[src/rtl/aib_link_status_rx.sv]
// AIB link status receiver: synchronizes far-side status bumps and runs the link bring-up FSM.
// Optional sideband check is compiled in with `define AIB_LINK_SR_CHECK_EN.
module aib_link_status_rx (
  input  logic       i_clk,
  input  logic       i_rstn,
  input  logic       i_fs_adapter_rstn,
  input  logic       i_fs_mac_rdy,
  input  logic       i_fs_sr_data,
  input  logic       i_fs_sr_load,
  input  logic       c_link_en,
  input  logic [7:0] c_debounce_cnt,
  input  logic       c_drop_cnt_clr,
  output logic       o_fs_adapter_rstn_sync,
  output logic       o_fs_mac_rdy_sync,
  output logic [1:0] o_link_state,
  output logic       o_link_up,
  output logic       o_link_drop,
  output logic [7:0] o_drop_count
);

  typedef enum logic [1:0] {
    ST_DISABLED  = 2'd0,
    ST_WAIT_RSTN = 2'd1,
    ST_WAIT_RDY  = 2'd2,
    ST_UP        = 2'd3
  } link_state_e;

  // Synchronizer bit order: adapter_rstn, mac_rdy, sr_data, sr_load.
  logic [3:0]  meta_q, meta_d, sync_q, sync_d;
  link_state_e state_q, state_d;
  logic [7:0]  dbc_q, dbc_d;
  logic [7:0]  drop_count_q, drop_count_d;
  logic        link_up_q, link_up_d;
  logic        link_drop_q, link_drop_d;

  logic rstn_s;
  logic rdy_s;
  logic sr_ok;
  logic rdy_cond;
  logic link_ok;

  assign rstn_s = sync_q[0];
  assign rdy_s  = sync_q[1];

`ifdef AIB_LINK_SR_CHECK_EN
  assign sr_ok = sync_q[2] & sync_q[3];
`else
  logic unused_sr;
  assign sr_ok     = 1'b1;
  assign unused_sr = ^sync_q[3:2];
`endif

  assign rdy_cond = rdy_s & sr_ok;
  assign link_ok  = rstn_s & rdy_cond;

  always_comb begin
    meta_d = {i_fs_sr_load, i_fs_sr_data, i_fs_mac_rdy, i_fs_adapter_rstn};
    sync_d = meta_q;
  end

  // Disable overrides everything; the debounce counter restarts on any state change.
  always_comb begin
    state_d      = state_q;
    dbc_d        = dbc_q;
    link_drop_d  = 1'b0;
    drop_count_d = drop_count_q;
    if (!c_link_en) begin
      state_d = ST_DISABLED;
      dbc_d   = '0;
    end else begin
      case (state_q)
        ST_DISABLED: begin
          state_d = ST_WAIT_RSTN;
          dbc_d   = '0;
        end
        ST_WAIT_RSTN: begin
          if (!rstn_s) begin
            dbc_d = '0;
          end else if (dbc_q == c_debounce_cnt) begin
            state_d = ST_WAIT_RDY;
            dbc_d   = '0;
          end else begin
            dbc_d = dbc_q + 8'd1;
          end
        end
        ST_WAIT_RDY: begin
          if (!rstn_s) begin
            state_d = ST_WAIT_RSTN;
            dbc_d   = '0;
          end else if (!rdy_cond) begin
            dbc_d = '0;
          end else if (dbc_q == c_debounce_cnt) begin
            state_d = ST_UP;
            dbc_d   = '0;
          end else begin
            dbc_d = dbc_q + 8'd1;
          end
        end
        ST_UP: begin
          dbc_d = '0;
          if (!link_ok) begin
            state_d     = ST_WAIT_RSTN;
            link_drop_d = 1'b1;
            if (drop_count_q != 8'hFF) begin
              drop_count_d = drop_count_q + 8'd1;
            end
          end
        end
        default: begin
          state_d = ST_DISABLED;
          dbc_d   = '0;
        end
      endcase
    end
    if (c_drop_cnt_clr) begin
      drop_count_d = '0;
    end
    link_up_d = (state_d == ST_UP);
  end

  always_ff @(posedge i_clk or negedge i_rstn) begin
    if (!i_rstn) begin
      meta_q       <= '0;
      sync_q       <= '0;
      state_q      <= ST_DISABLED;
      dbc_q        <= '0;
      drop_count_q <= '0;
      link_up_q    <= 1'b0;
      link_drop_q  <= 1'b0;
    end else begin
      meta_q       <= meta_d;
      sync_q       <= sync_d;
      state_q      <= state_d;
      dbc_q        <= dbc_d;
      drop_count_q <= drop_count_d;
      link_up_q    <= link_up_d;
      link_drop_q  <= link_drop_d;
    end
  end

  assign o_fs_adapter_rstn_sync = sync_q[0];
  assign o_fs_mac_rdy_sync      = sync_q[1];
  assign o_link_state           = state_q;
  assign o_link_up              = link_up_q;
  assign o_link_drop            = link_drop_q;
  assign o_drop_count           = drop_count_q;

endmodule
[config.mk]
export PLATFORM = sky130hd
export DESIGN_NAME = aib_link_status_rx
export DESIGN_NICKNAME = d
export VERILOG_FILES = /design/src/rtl/aib_link_status_rx.sv
export SDC_FILE = /design/constraint.sdc
export NUM_CORES = 1
export LEC_CHECK = 0
export ABC_CLOCK_PERIOD_IN_PS = 1750
export CAP_MARGIN = 20
export CORE_MARGIN = 8
export CORE_UTILIZATION = 48
export CTS_CLUSTER_DIAMETER = 60
export DETAILED_ROUTE_END_ITERATION = 6
export PLACE_DENSITY_LB_ADDON = 0.3
export SKIP_LAST_GASP = 1
export SLEW_MARGIN = 20
export SYNTH_ARGS = -nofsm -noshare
export SYNTH_HDL_FRONTEND = slang
export SYNTH_SLANG_ARGS = --single-unit
[constraint.sdc]
create_clock -name i_clk -period 1.75 [get_ports i_clk]
set_clock_uncertainty 0.15 [all_clocks]
set_input_delay 0.525 -clock i_clk [delete_from_list [all_inputs] [get_ports i_clk]]
set_output_delay 0.525 -clock i_clk [all_outputs]
set_load 0.1 [all_outputs]
# After elaboration in Yosys (flattened, before gate mapping)
# Index checks and enable logic that the tools add are counted.
dict set report totals {
  wordCells 45
  register_bits 24
  input_bits 16
}
dict set report classes {
  n_bitwise 1
  muxes 22
  reduce_logical 6
  n_eq_ne 7
  add_sub_neg 2
}
# cell n
set ops {}
lappend ops {{8-bit two-way mux} 10}
lappend ops {{8-bit case mux with 3 select lines} 1}
lappend ops {{8-bit by 1-bit adder with 8-bit output, second input constant} 2}
lappend ops {{2-bit two-way mux} 7}
lappend ops {{8-bit equality test} 1}
lappend ops {{8-bit inequality test, second input constant} 1}
lappend ops {{2-bit case mux with 4 select lines} 1}
lappend ops {{2-bit equality test, second input constant} 3}
lappend ops {{2-bit nonzero test} 3}
lappend ops {{4-bit AND reduction} 1}
lappend ops {{1-bit two-way mux} 3}
lappend ops {{2-bit by 1-bit equality test with 1-bit output, second input constant} 1}
lappend ops {{2-bit zero test} 1}
lappend ops {{2-bit inequality test, second input constant} 1}
lappend ops {{2-bit OR reduction} 1}
lappend ops {{1-bit AND} 1}

# Longest topological paths before layout
# Gate-level depths: netlist of the first run.
dict set report depth {
  ltp_word 7
  ltp_mapped 6
  mapped_depth_nobuf 5
}

# Worst setup path after synthesis of the first run
# OpenSTA, ideal clock, no wires.
dict set report synth_path {
  path_kind {register to register}
  start {register state_q[0], in the netlist o_link_state[0]}
  end {register drop_count_q[7], in the netlist o_drop_count[7]}
  path_stages_with_launch 5
  required_ps 1475
  slack_ps -574
  n_path_buf 1
  arrival_ps 2050
  path_cell_list {dfrtp_1 -> nand4_2 -> buf_6 -> nor4_2 -> mux2_2}
}
dict set report synth_between {
  elab_chain_len 3
}
# item line_no
set synth_rtl {}
lappend synth_rtl {{start: declaration} 30} ;# link_state_e state_q, state_d;
lappend synth_rtl {{start signal: assignment} 133} ;# state_q <= state_d;
lappend synth_rtl {{2-bit equality test} 71} ;# case (state_q)
lappend synth_rtl {{2-bit nonzero test (no source line)} n/a}
lappend synth_rtl {{4-bit AND reduction (no source line)} n/a}
lappend synth_rtl {{end signal: assignment} 135} ;# drop_count_q <= drop_count_d;
lappend synth_rtl {{end: declaration} 32} ;# logic [7:0] drop_count_q, drop_count_d;
# No other way between the ends.
# A chain may end at the register's enable or synchronous reset.

# Worst setup path after layout of the first run
dict set report layout_path {
  start {input port c_debounce_cnt[6]}
  end {register state_q[1], in the netlist o_link_state[1]}
}
dict set report layout_between {
  elab_chain_len 6
}
# item line_no
set layout_rtl {}
lappend layout_rtl {{start: declaration} 11} ;# input logic [7:0] c_debounce_cnt,
lappend layout_rtl {{8-bit equality test (*)} {79, 92}}
lappend layout_rtl {{2-bit two-way mux} 92} ;# end else if (dbc_q == c_debounce_cnt) begin
lappend layout_rtl {{2-bit two-way mux} 90} ;# end else if (!rdy_cond) begin
lappend layout_rtl {{2-bit two-way mux} 87} ;# if (!rstn_s) begin
lappend layout_rtl {{2-bit case mux with 4 select lines (*)} 71}
lappend layout_rtl {{2-bit two-way mux (*)} 67} ;# if (!c_link_en) begin
lappend layout_rtl {{named net state_d[1]} 30}
# Mark *: on every way through the listed nets, which the timed path passes. The rest lies on a longest branch.

==> impl_results.rst, run 1 <==
.. list-table::
   :header-rows: 1

   * - Metric
     - Value
   * - Area share of the leading cell type in the synthesized netlist
     - 49.1%
   * - Cell area after synthesis
     - 1220 um2
   * - Iteration-0 DRC Markers
     - 55
   * - Max Cap Violations
     - 0
   * - PwrDens
     - 481 nW/um2
   * - Worst reg2reg setup slack
     - -0.07 ns
   * - Most numerous cell types in the synthesized netlist
     - 24 x sky130_fd_sc_hd__dfrtp_1, 10 x sky130_fd_sc_hd__nor2_1, 9 x sky130_fd_sc_hd__xnor2_1
   * - Mapped Avg Cell Area
     - 10.4 um2
   * - Die ar.
     - 4420 um2
   * - Cell row count
     - 18
   * - Data arrival time of the worst path
     - 1.95 ns
   * - H-tree levels
     - 1
   * - Later-pin clock latency in the skew report
     - 0.33 ns
   * - Maximum clock frequency
     - 540 MHz
   * - Final Routed Wirelength
     - 3940 um
   * - Total gr overflow
     - 0
   * - Boundary Pins
     - 30
   * - Leakage power summed over all cells
     - 0.882 nW
   * - Sum of negative setup slack
     - -0.699 ns
   * - GR Util met3
     - 3.69%
   * - Number of flops mapped to enable cells by yosys
     - 0
   * - Kind of path behind the tightest hold check
     - reg2reg
   * - Vias per cell
     - 5.75
   * - Synth async-reset ratio
     - 100%
   * - Synth Warn #
     - 0
   * - Number of antenna violations at the first check in global routing
     - 0
   * - R2R depth
     - 4
   * - Largest area contributor in the synthesized netlist
     - sky130_fd_sc_hd__dfrtp_1
   * - Met2 GRT Util
     - 31.2%
   * - Synth cell types
     - 32
   * - Syn nets
     - 135
   * - Post-detailed-route wirelength per cell
     - 18.3 um
   * - DP Area
     - 1880 um2
   * - First-pass iteration count of the detailed router
     - 4
   * - Share of cells above drive strength 1
     - 47.0%
   * - Crit Reg-Reg Endpoint
     - o_drop_count[2]$_DFFE_PN0P_
   * - Leading register cell type out of synthesis
     - sky130_fd_sc_hd__dfrtp_1
   * - Setup violation total in the final timing report
     - 12
   * - Highest ir drop seen on vdd
     - 0.660 mV
   * - Number of synthesized register bits
     - 24
   * - Relative slew slack
     - 73.8%
   * - Clock tree root buffer cell
     - sky130_fd_sc_hd__clkbuf_4
   * - Met1 Usage GRT
     - 19.9%
   * - Total number of vias
     - 1,236
   * - Largest cells by area after synthesis
     - sky130_fd_sc_hd__dfrtp_1 49%, sky130_fd_sc_hd__xnor2_1 6.4%, sky130_fd_sc_hd__xor2_1 3.6%
   * - Clock tree from TritonCTS
     - yes
   * - Dominant cell by count in the synthesized netlist
     - sky130_fd_sc_hd__dfrtp_1
   * - Sum of net half-perimeters after detailed placement
     - 2350 um
   * - Compound-gate portion of the synthesized area
     - 10.0%
   * - Basic-gate share of the synthesized area counting and, or, nand and nor cells
     - 24.2%
   * - Total core area
     - 2450 um2
   * - Cts bufs inserted
     - 3
   * - Die width
     - 66.5 um
   * - Die H
     - 66.5 um
   * - Number of buffer cells added on primary ports
     - 27
   * - Initial Utilization
     - 49.8%
   * - Failing checks
     - negative setup slack
   * - Endpoint type of the worst setup path
     - flop
   * - Largest driver fanout on the critical path
     - 3
   * - Synthesized instance count
     - 117
   * - Post-layout min period
     - 1.85 ns
   * - Post-detailed-route count of antenna-violating nets
     - 0
   * - Reg2Reg Launch Point
     - o_drop_count[5]$_DFFE_PN0P_
   * - Number of sinks driven by the clock tree
     - 24
   * - Total routing resource utilization after global routing
     - 17.5%
   * - Startpoint kind of the worst setup timing path
     - input port
   * - Final Slew Violations
     - 0
   * - Worst setup startpoint
     - c_debounce_cnt[6]
   * - Area of all placed cells without fillers
     - 2150 um2
   * - DRC violations left
     - 0
   * - Critical path endpoint
     - o_link_state[1]$_DFF_PN0_
   * - Worst setup slack after layout
     - -0.102 ns
   * - Layer carrying the most global-route usage
     - met2
   * - Adder and majority cell fraction of the synthesized area
     - 2.05%
   * - Number of antenna cells inserted
     - 0
   * - First-pass GRT wire length
     - 6000 um
   * - Post-Synth XOR/XNOR Area
     - 10.0%
   * - Net total in the final layout
     - 204
   * - Required time worst endpoint
     - 1.85 ns
   * - Number of buffers on the longest clock path
     - 2
   * - Worst setup path class
     - in2reg
   * - Worst-margin pin slew
     - 0.390 ns
   * - Largest net degree at the start of global routing
     - 25
   * - Via count of the first global-routing pass
     - 1,241
   * - Sequential-to-total area share from yosys stat
     - 49.1%
   * - Final weighted congestion of routability-driven global placement
     - 0.828
   * - Clock Pin Slew Worst Setup and Hold Paths
     - 0.13 ns
   * - Share of cell area taken by muxes after synthesis
     - 1.84%
   * - Setup repair after global routing missed its margin
     - yes
   * - Result of the run
     - complete, but fails checks
   * - Combinational family with the most area after synthesis
     - simple AND/OR/NAND/NOR gates
   * - Signed area change from the synthesized netlist to the final layout
     - 75.5%
   * - Period utilisation layout
     - 106%
   * - Final Hold Violating Endpoints
     - 0
## where the power goes
group / total (W) / switching, W / internal [W]
Combinational: 0.000157 / 0.0000814 / 0.0000757
Clock: 0.000305 / 0.000177 / 0.000128
Sequential: 0.000570 / 0.00000664 / 0.000564
## per-stage QoR
stage / hold WS [ns] / cells / worst slack (ns) / total power, W / utilization (%)
6_report: 0.216 / 215 / -0.102 / 0.00103 / 87.4
5_1_grt: 0.226 / 215 / -0.159 / 0.00107 / 87.4
3_3_place_gp: 0.185 / 191 / -0.397 / 0.000717 / 76.8
2_1_floorplan: 0.0794 / 117 / -0.138 / 0.000634 / -
3_5_place_dp: 0.193 / 191 / -0.443 / 0.000721 / 76.8
4_1_cts: 0.222 / 207 / -0.0708 / 0.00102 / 83.2
## cell usage in the layout (no fill, tap or decap), drive strengths merged, types with 2 or more instances in the layout
| master | Yosys | final |
|---|---|---|
| a21oi | 7 | 7 |
| and3 | 3 | 3 |
| buf | 2 | 52 |
| clkbuf | 0 | 4 |
| clkdlybuf4s50 | 0 | 7 |
| dfrtp | 24 | 24 |
| dlygate4sd2 | 0 | 6 |
| ha | 2 | 2 |
| inv | 5 | 5 |
| mux2 | 2 | 2 |
| nand2 | 6 | 6 |
| nand3 | 8 | 8 |
| nand3b | 3 | 3 |
| nand4 | 4 | 5 |
| nor2 | 11 | 11 |
| nor2b | 3 | 3 |
| nor4 | 2 | 2 |
| o21ai | 5 | 5 |
| o31ai | 3 | 3 |
| o41ai | 2 | 2 |
| or4 | 4 | 4 |
| xnor2 | 9 | 9 |
| xor2 | 5 | 5 |
## layer usage
layer	vias to the layer above	share of wire, %
met5	-	0
met4	0	2.7
met3	11	6.0
met2	48	51
met1	618	41
li1	559	-
## kinds of logic (layout without fill, tap and decap cells)
logic type,Yosys count,after routing
and+or+nand+nor,49,50
DFF,24,24
AOI/OAI and AO/OA,19,19
xor gates and xnor gates,14,14
buffers and inverters,7,74
adders and majority gates,2,2
muxes,2,2
## flip-flops by register name, indices dropped and copies added, names as in the netlist
name	cells
dbc_q	8
o_drop_count	8
meta_q	2
o_link_state	2
sync_q	2
o_link_drop	1
o_link_up	1
## critical path, cell delays in order
cell and delay (ns):
sky130_fd_sc_hd__clkdlybuf4s50_1 0.42, sky130_fd_sc_hd__xnor2_1 0.20, sky130_fd_sc_hd__nand4_1 0.18, sky130_fd_sc_hd__buf_4 0.18, sky130_fd_sc_hd__o31ai_2 0.22, sky130_fd_sc_hd__nor2b_1 0.21
## worst min path at each step
stage                         from                  end  slack, ns  cells after the start
6_report       meta_q[1]$_DFF_PN0_  sync_q[1]$_DFF_PN0_       0.22                      0
5_1_grt        meta_q[1]$_DFF_PN0_  sync_q[1]$_DFF_PN0_       0.23                      0
4_1_cts        meta_q[1]$_DFF_PN0_  sync_q[1]$_DFF_PN0_       0.22                      0
3_5_place_dp   meta_q[1]$_DFF_PN0_  sync_q[1]$_DFF_PN0_       0.19                      0
3_3_place_gp   meta_q[0]$_DFF_PN0_  sync_q[0]$_DFF_PN0_       0.19                      0
2_1_floorplan               i_rstn   dbc_q[0]$_DFF_PN0_       0.08                      0
## what timing repair did
item	in CTS	in global routing
pin swaps	10	10
hold buffers	0	0
setup endpoints to repair	16	25
buffers inserted	11	8
gates resized for setup	16	10
cloned	1	0
## final cells by class
type	instances	area [um2]
fill	125	309
inverter	5	18.8
multi-input combinational	87	682
sequential	24	641
clock buffer	4	36.3
tap	30	37.5
timing repair buffer	65	731
Note: power is estimated with default switching activity, not from simulation.
==> run 2, diff against run 1 <==
==> constraint.sdc (replaced) <==
create_clock -name i_clk -period 1.75 [get_ports i_clk]
set_clock_uncertainty 0.15 [all_clocks]
set_input_delay 0.525 -clock i_clk [delete_from_list [all_inputs] [get_ports i_clk]]
set_output_delay 0.525 -clock i_clk [all_outputs]
set_load 0.05 [all_outputs]
==> run 2 against run 1 <==
The flow now finishes without violations. Global-route usage down 2.3 points. Worst setup slack gained 0.10 ns. Register-to-register slack gained 0.07 ns. Design area fell by 7.8%. Utilization is 6.8 points lower. Critical endpoint is now o_drop_count[6]$_DFFE_PN0P_. Largest power group unchanged.
==> impl_results.rst, run 2 (synthesis gave the netlist of run 1 again) <==
.. list-table::
   :header-rows: 1

   * - Metric
     - Value
   * - Endpoint type of the worst setup path
     - flop
   * - Combined flip-flop and latch cell area
     - 613 um2
   * - Combined area of the multi-input logic cells
     - 638 um2
   * - Data arrival time of the worst path
     - 1.86 ns
   * - Number of buffers on the longest clock path
     - 2
   * - Largest net degree at the start of global routing
     - 25
   * - DRC violations left
     - 0
   * - Final non-filler cell total
     - 201
   * - Post-detailed-route count of antenna-violating nets
     - 0
   * - Die ar.
     - 4420 um2
   * - Cell row count
     - 18
   * - Net total in the final layout
     - 190
   * - Total routing resource utilization after global routing
     - 15.2%
   * - Most common library cell in the layout ignoring fill and taps
     - sky130_fd_sc_hd__buf_4
   * - Combinational Power Share
     - 12.6%
   * - Sum of negative setup slack
     - 0 ns
   * - Highest ir drop seen on vdd
     - 0.572 mV
   * - First-pass GRT wire length
     - 5190 um
   * - Share of cells above drive strength 1
     - 38.0%
   * - Worst reg2reg setup slack
     - 0.0002 ns
   * - Worst setup path class
     - reg2reg
   * - Total number of vias
     - 1,132
   * - Launch instance of the worst min-delay path
     - meta_q[1]$_DFF_PN0_
   * - Total gr overflow
     - 0
   * - Later-pin clock latency in the skew report
     - 0.33 ns
   * - Leakage power summed over all cells
     - 0.860 nW
   * - Post-CTS Hold Buffers
     - 0
   * - Clock tree from TritonCTS
     - yes
   * - Proportion of power drawn by the clock network
     - 30.4%
   * - Filler Cells Inserted
     - 131
   * - Clock tree root buffer cell
     - sky130_fd_sc_hd__clkbuf_4
   * - Startpoint kind of the worst setup timing path
     - flop
   * - Iteration-0 DRC Markers
     - 47
   * - Power spent charging and discharging nets
     - 0.000243 W
   * - Post-layout min period
     - 1.75 ns
   * - Final Slew Violations
     - 0
   * - Total core area
     - 2450 um2
   * - Terminating pin of the worst hold path
     - sync_q[1]$_DFF_PN0_
   * - Required time worst endpoint
     - 1.86 ns
   * - PwrDens
     - 504 nW/um2
   * - H-tree levels
     - 1
   * - Kind of path behind the tightest hold check
     - reg2reg
   * - Number of buffer cells added on primary ports
     - 27
   * - DP Area
     - 1800 um2
   * - Critical path's slowest cell
     - sky130_fd_sc_hd__or4_4
   * - Setup repair after global routing missed its margin
     - yes
   * - Commonest cells after routing, fill and taps aside
     - 16 x sky130_fd_sc_hd__buf_4, 14 x sky130_fd_sc_hd__dfrtp_1, 14 x sky130_fd_sc_hd__buf_12
   * - Number of sinks driven by the clock tree
     - 24
   * - Largest driver fanout on the critical path
     - 4
   * - First-pass iteration count of the detailed router
     - 4
   * - Worst-margin pin slew
     - 0.408 ns
   * - Instance count after placement with tap cells included
     - 190
   * - Cts bufs inserted
     - 3
   * - Sum of net half-perimeters after detailed placement
     - 2210 um
   * - Die width
     - 66.5 um
   * - Result of the run
     - finished, final reports clean
   * - Vias per cell
     - 5.63
   * - Setup violation total in the final timing report
     - 0
   * - Number of antenna cells inserted
     - 0
   * - Hold-critical path depth
     - 0
   * - Switching part of the total power
     - 24.3%
   * - Area of all placed cells without fillers
     - 1980 um2
   * - Initial Utilization
     - 49.8%
   * - Clock Pin Slew Worst Setup and Hold Paths
     - 0.14 ns
   * - Final Hold Violating Endpoints
     - 0
   * - Boundary Pins
     - 30
   * - Max Cap Violations
     - 0
   * - Sequential power share
     - 57.0%
   * - Signed area change from the synthesized netlist to the final layout
     - 61.9%
   * - Post-detailed-route wirelength per cell
     - 16.4 um
   * - Period utilisation layout
     - 100%
   * - Worst path most repeated cell
     - sky130_fd_sc_hd__buf_4
   * - R2R depth
     - 6
   * - Total power
     - 0.000998 W
   * - Die H
     - 66.5 um
   * - Final Routed Wirelength
     - 3300 um
   * - CP cell instances
     - buf_6 > nand4_1 > buf_4 > buf_4 > or4_4 > a21oi_2
   * - Maximum clock frequency
     - 572 MHz
   * - Final weighted congestion of routability-driven global placement
     - 0.830
   * - Total internal power
     - 0.000755 W
   * - CP max stage delay
     - 0.41 ns
   * - Relative slew slack
     - 72.4%
   * - Crit Reg-Reg Endpoint
     - o_drop_count[6]$_DFFE_PN0P_
   * - Via count of the first global-routing pass
     - 1,184
   * - Reg2Reg Launch Point
     - o_drop_count[5]$_DFFE_PN0P_
   * - Number of antenna violations at the first check in global routing
     - 0
-- run 2: how the worst max path moves through the flow --
stage	startpoint	to	slack (ns)	cells after the start
detailed placement	c_link_en	o_drop_count[3]$_DFFE_PN0P_	-0.50	6
CTS	c_debounce_cnt[4]	o_link_up$_DFF_PN0_	-0.02	6
floorplan	o_drop_count[5]$_DFFE_PN0P_	o_drop_count[4]$_DFFE_PN0P_	-0.05	4
global placement	c_link_en	o_drop_count[3]$_DFFE_PN0P_	-0.46	4
global route	o_drop_count[1]$_DFFE_PN0P_	o_drop_count[7]$_DFFE_PN0P_	-0.06	5
finish	o_drop_count[5]$_DFFE_PN0P_	o_drop_count[6]$_DFFE_PN0P_	0.0002	6
-- run 2: metal layers --
layer	GRT usage, %	up-vias	routed length (um)
met4	8.53	0	74
met3	3.02	8	159
met1	15.7	559	1250
met5	0	-	0
li1	-	533	-
met2	27.9	32	1820
-- run 2: cell type report --
type | count | share of cell area, %
multi-input cells | 87 | 32.2
inverters | 5 | 0.948
repair buffers | 51 | 32.1
well taps | 30 | 1.90
flip-flops and latches | 24 | 31.0
clock buffers | 4 | 1.83
-- run 2: repair_timing --
action | in CTS | in global routing
resized for setup | 4 | 22
endpoints found under the setup margin | 11 | 21
buffers inserted | 5 | 3
hold endpoints to repair | 0 | 0
gates cloned | 1 | 0
pin swaps | 4 | 11
-- run 2: power groups by stage --
stage,logic (W),registers (W),clock network (W)
finish,0.000126,0.000569,0.000303
global route,0.000136,0.000570,0.000330
CTS,0.000127,0.000566,0.000310
detailed placement,0.000121,0.000577,0
global placement,0.000117,0.000577,0
floorplan,0.0000248,0.000592,0
-- run 2: metrics by stage --
stage	setup WS, ns	utilization (%)	hold slack, ns
6_report	0.000239	80.6	0.220
2_1_floorplan	-0.0462	-	0.0794
4_1_cts	-0.0170	77.2	0.222
3_5_place_dp	-0.500	73.4	0.191
5_1_grt	-0.0551	80.6	0.224
3_3_place_gp	-0.458	73.4	0.187
-- run 2: worst max-delay path: cells and delay by family, from the launching register on --
kind            cells  cell delay [ns]
compound gates      1             0.13
buf+inv             3             0.43
flops               1             0.39
simple gates        2             0.58
==> run 3, diff against run 2 <==
--- a/config.mk
+++ b/config.mk
@@ -8,10 +8,12 @@
 export ABC_CLOCK_PERIOD_IN_PS = 1750
 export CAP_MARGIN = 20
 export CORE_MARGIN = 8
-export CORE_UTILIZATION = 48
+export CORE_UTILIZATION = 55
 export CTS_CLUSTER_DIAMETER = 60
 export DETAILED_ROUTE_END_ITERATION = 6
+export DONT_BUFFER_PORTS = 1
 export PLACE_DENSITY_LB_ADDON = 0.3
+export SETUP_SLACK_MARGIN = 0.5
 export SKIP_LAST_GASP = 1
 export SLEW_MARGIN = 20
 export SYNTH_ARGS = -nofsm -noshare
==> run 3 against run 2 <==
The flow now finishes with violations (negative setup slack). Sequential power about the same. Clock power down 11%. Global-route usage up 3.5 points.
==> impl_results.rst, run 3 (synthesis gave the netlist of run 1 again) <==
.. list-table::
   :header-rows: 1

   * - Metric
     - Value
   * - Post-layout util
     - 91.7%
   * - Startpoint kind of the worst setup timing path
     - flop
   * - Max Cap Violations
     - 0
   * - First-pass iteration count of the detailed router
     - 5
   * - Signed area change from the synthesized netlist to the final layout
     - 61.2%
   * - Failing checks
     - negative setup slack
   * - Total number of vias
     - 1,242
   * - Worst-margin pin slew
     - 0.519 ns
   * - Die width
     - 63.1 um
   * - Endpoint type of the worst setup path
     - flop
   * - Number of antenna violations at the first check in global routing
     - 0
   * - Leakage power summed over all cells
     - 0.796 nW
   * - Boundary Pins
     - 30
   * - Share of cells above drive strength 1
     - 64.8%
   * - Sum of net half-perimeters after detailed placement
     - 2040 um
   * - Post-detailed-route wirelength per cell
     - 25.1 um
   * - Final Hold Violating Endpoints
     - 0
   * - Most common library cell in the layout ignoring fill and taps
     - sky130_fd_sc_hd__buf_4
   * - Met2 GRT Util
     - 32.9%
   * - Final non-filler cell total
     - 193
   * - Commonest cells after routing, fill and taps aside
     - 23 x sky130_fd_sc_hd__buf_4, 18 x sky130_fd_sc_hd__buf_6, 17 x sky130_fd_sc_hd__dfrtp_2
   * - Kind of path behind the tightest hold check
     - in2reg
   * - Vias per cell
     - 6.44
   * - Total routing resource utilization after global routing
     - 18.7%
   * - Cell row count
     - 17
   * - Setup violation total in the final timing report
     - 2
   * - Relative slew slack
     - 65.1%
   * - Maximum clock frequency
     - 566 MHz
   * - Net total in the final layout
     - 184
   * - GR Util met3
     - 4.06%
   * - First-pass GRT wire length
     - 6020 um
   * - Die H
     - 63.1 um
   * - Result of the run
     - complete, but fails checks
   * - Post-layout min period
     - 1.77 ns
   * - PwrDens
     - 479 nW/um2
   * - Met1 Usage GRT
     - 19.3%
   * - Largest net degree at the start of global routing
     - 25
   * - Number of buffers on the longest clock path
     - 2
   * - Final weighted congestion of routability-driven global placement
     - 0.845
   * - Layer carrying the most global-route usage
     - met2
   * - Area of all placed cells without fillers
     - 1970 um2
   * - Cts bufs inserted
     - 3
   * - Final Routed Wirelength
     - 4840 um
   * - Highest ir drop seen on vdd
     - 0.561 mV
   * - Worst setup slack after layout
     - -0.0157 ns
   * - Setup repair after global routing missed its margin
     - yes
   * - Clock tree from TritonCTS
     - yes
   * - Later-pin clock latency in the skew report
     - 0.33 ns
   * - Initial Utilization
     - 56.9%
   * - Instance count after placement with tap cells included
     - 160
   * - Largest driver fanout on the critical path
     - 4
   * - DRC violations left
     - 0
   * - Iteration-0 DRC Markers
     - 90
   * - DP Area
     - 1480 um2
   * - Total core area
     - 2150 um2
   * - Worst setup path class
     - reg2reg
   * - Clock tree root buffer cell
     - sky130_fd_sc_hd__clkbuf_4
   * - Clock Pin Slew Worst Setup and Hold Paths
     - 0.14 ns
   * - Period utilisation layout
     - 101%
   * - Via count of the first global-routing pass
     - 1,236
   * - Final Slew Violations
     - 0
   * - Number of sinks driven by the clock tree
     - 24
   * - Required time worst endpoint
     - 1.82 ns
   * - Post-detailed-route count of antenna-violating nets
     - 0
   * - H-tree levels
     - 1
   * - Total gr overflow
     - 0
   * - Number of buffer cells added on primary ports
     - 0
   * - Data arrival time of the worst path
     - 1.84 ns
   * - Number of antenna cells inserted
     - 0
   * - Die ar.
     - 3990 um2
[run 3: cell types whose count changed in the layout (fill, tap and decap cells not counted), sizes merged]
cell           previous run  this run
buf                      38        44
clkdlybuf4s50             4         0
dlygate4sd3               0         1
dlygate4sd2               2         0
dlymetal6s2s              7         0
[run 3: power breakdown]
part	switching (W)	internal, W	leakage, nW	total, W
clock network	0.000181	0.0000897	0.0150	0.000270
logic	0.0000615	0.0000439	0.484	0.000105
registers	0.00000670	0.000562	0.297	0.000569
total	0.000249	0.000696	0.796	0.000945
[run 3: area by class of cell]
type / count / area (um2)
multi-input cells: 87 / 833
flip-flops and latches: 24 / 622
repair buffers: 45 / 435
fillers: 80 / 178
well taps: 28 / 35.0
clock buffers: 4 / 26.3
inverters: 5 / 18.8
[run 3: repair_timing]
item	in CTS	in global routing
endpoints found under the hold margin	24	24
setup buffers	21	5
gates resized for setup	32	26
endpoints found under the setup margin	34	33
pin swaps	14	9
cloned	1	0
[run 3: worst paths after layout]
path	start	to	slack, ns	depth (start not counted)
max in group asynchronous	i_rstn	dbc_q[1]$_DFF_PN0_	0.80	2
min	i_fs_mac_rdy	meta_q[1]$_DFF_PN0_	0.05	0
max reg2reg	o_drop_count[5]$_DFFE_PN0P_	o_drop_count[2]$_DFFE_PN0P_	-0.02	4
min reg2reg	meta_q[0]$_DFF_PN0_	sync_q[0]$_DFF_PN0_	0.23	0
min in group asynchronous	i_rstn	o_link_state[1]$_DFF_PN0_	0.49	2
max	o_drop_count[5]$_DFFE_PN0P_	o_drop_count[2]$_DFFE_PN0P_	-0.02	4
[run 3: metal layers]
metal  vias up  wire length, um  part of all wire [%]
li1        520                -                     -
met5         -                0                     0
met1       626             1830                    38
met3        19              392                   8.1
met4         0              234                   4.8
met2        77             2390                    49
[run 3: critical path: stages (launching register included)]
cell and delay, ns:
sky130_fd_sc_hd__dfrtp_2 0.47, sky130_fd_sc_hd__and4_1 0.26, sky130_fd_sc_hd__and3_4 0.22, sky130_fd_sc_hd__o31ai_1 0.45, sky130_fd_sc_hd__a21oi_2 0.11
[run 3: stage by stage]
step	hold slack, ns	total power (W)	setup WS (ns)	setup TNS [ns]
after global routing	0.0339	0.000972	-0.0273	-0.0866
final	0.0495	0.000945	-0.0157	-0.0197
after CTS	-0.293	0.000913	0.0217	0
after floorplan	0.0794	0.000625	-0.0462	-0.0462
after detailed placement	0.0801	0.000636	0.0118	0
after global placement	0.0801	0.000634	0.0495	0
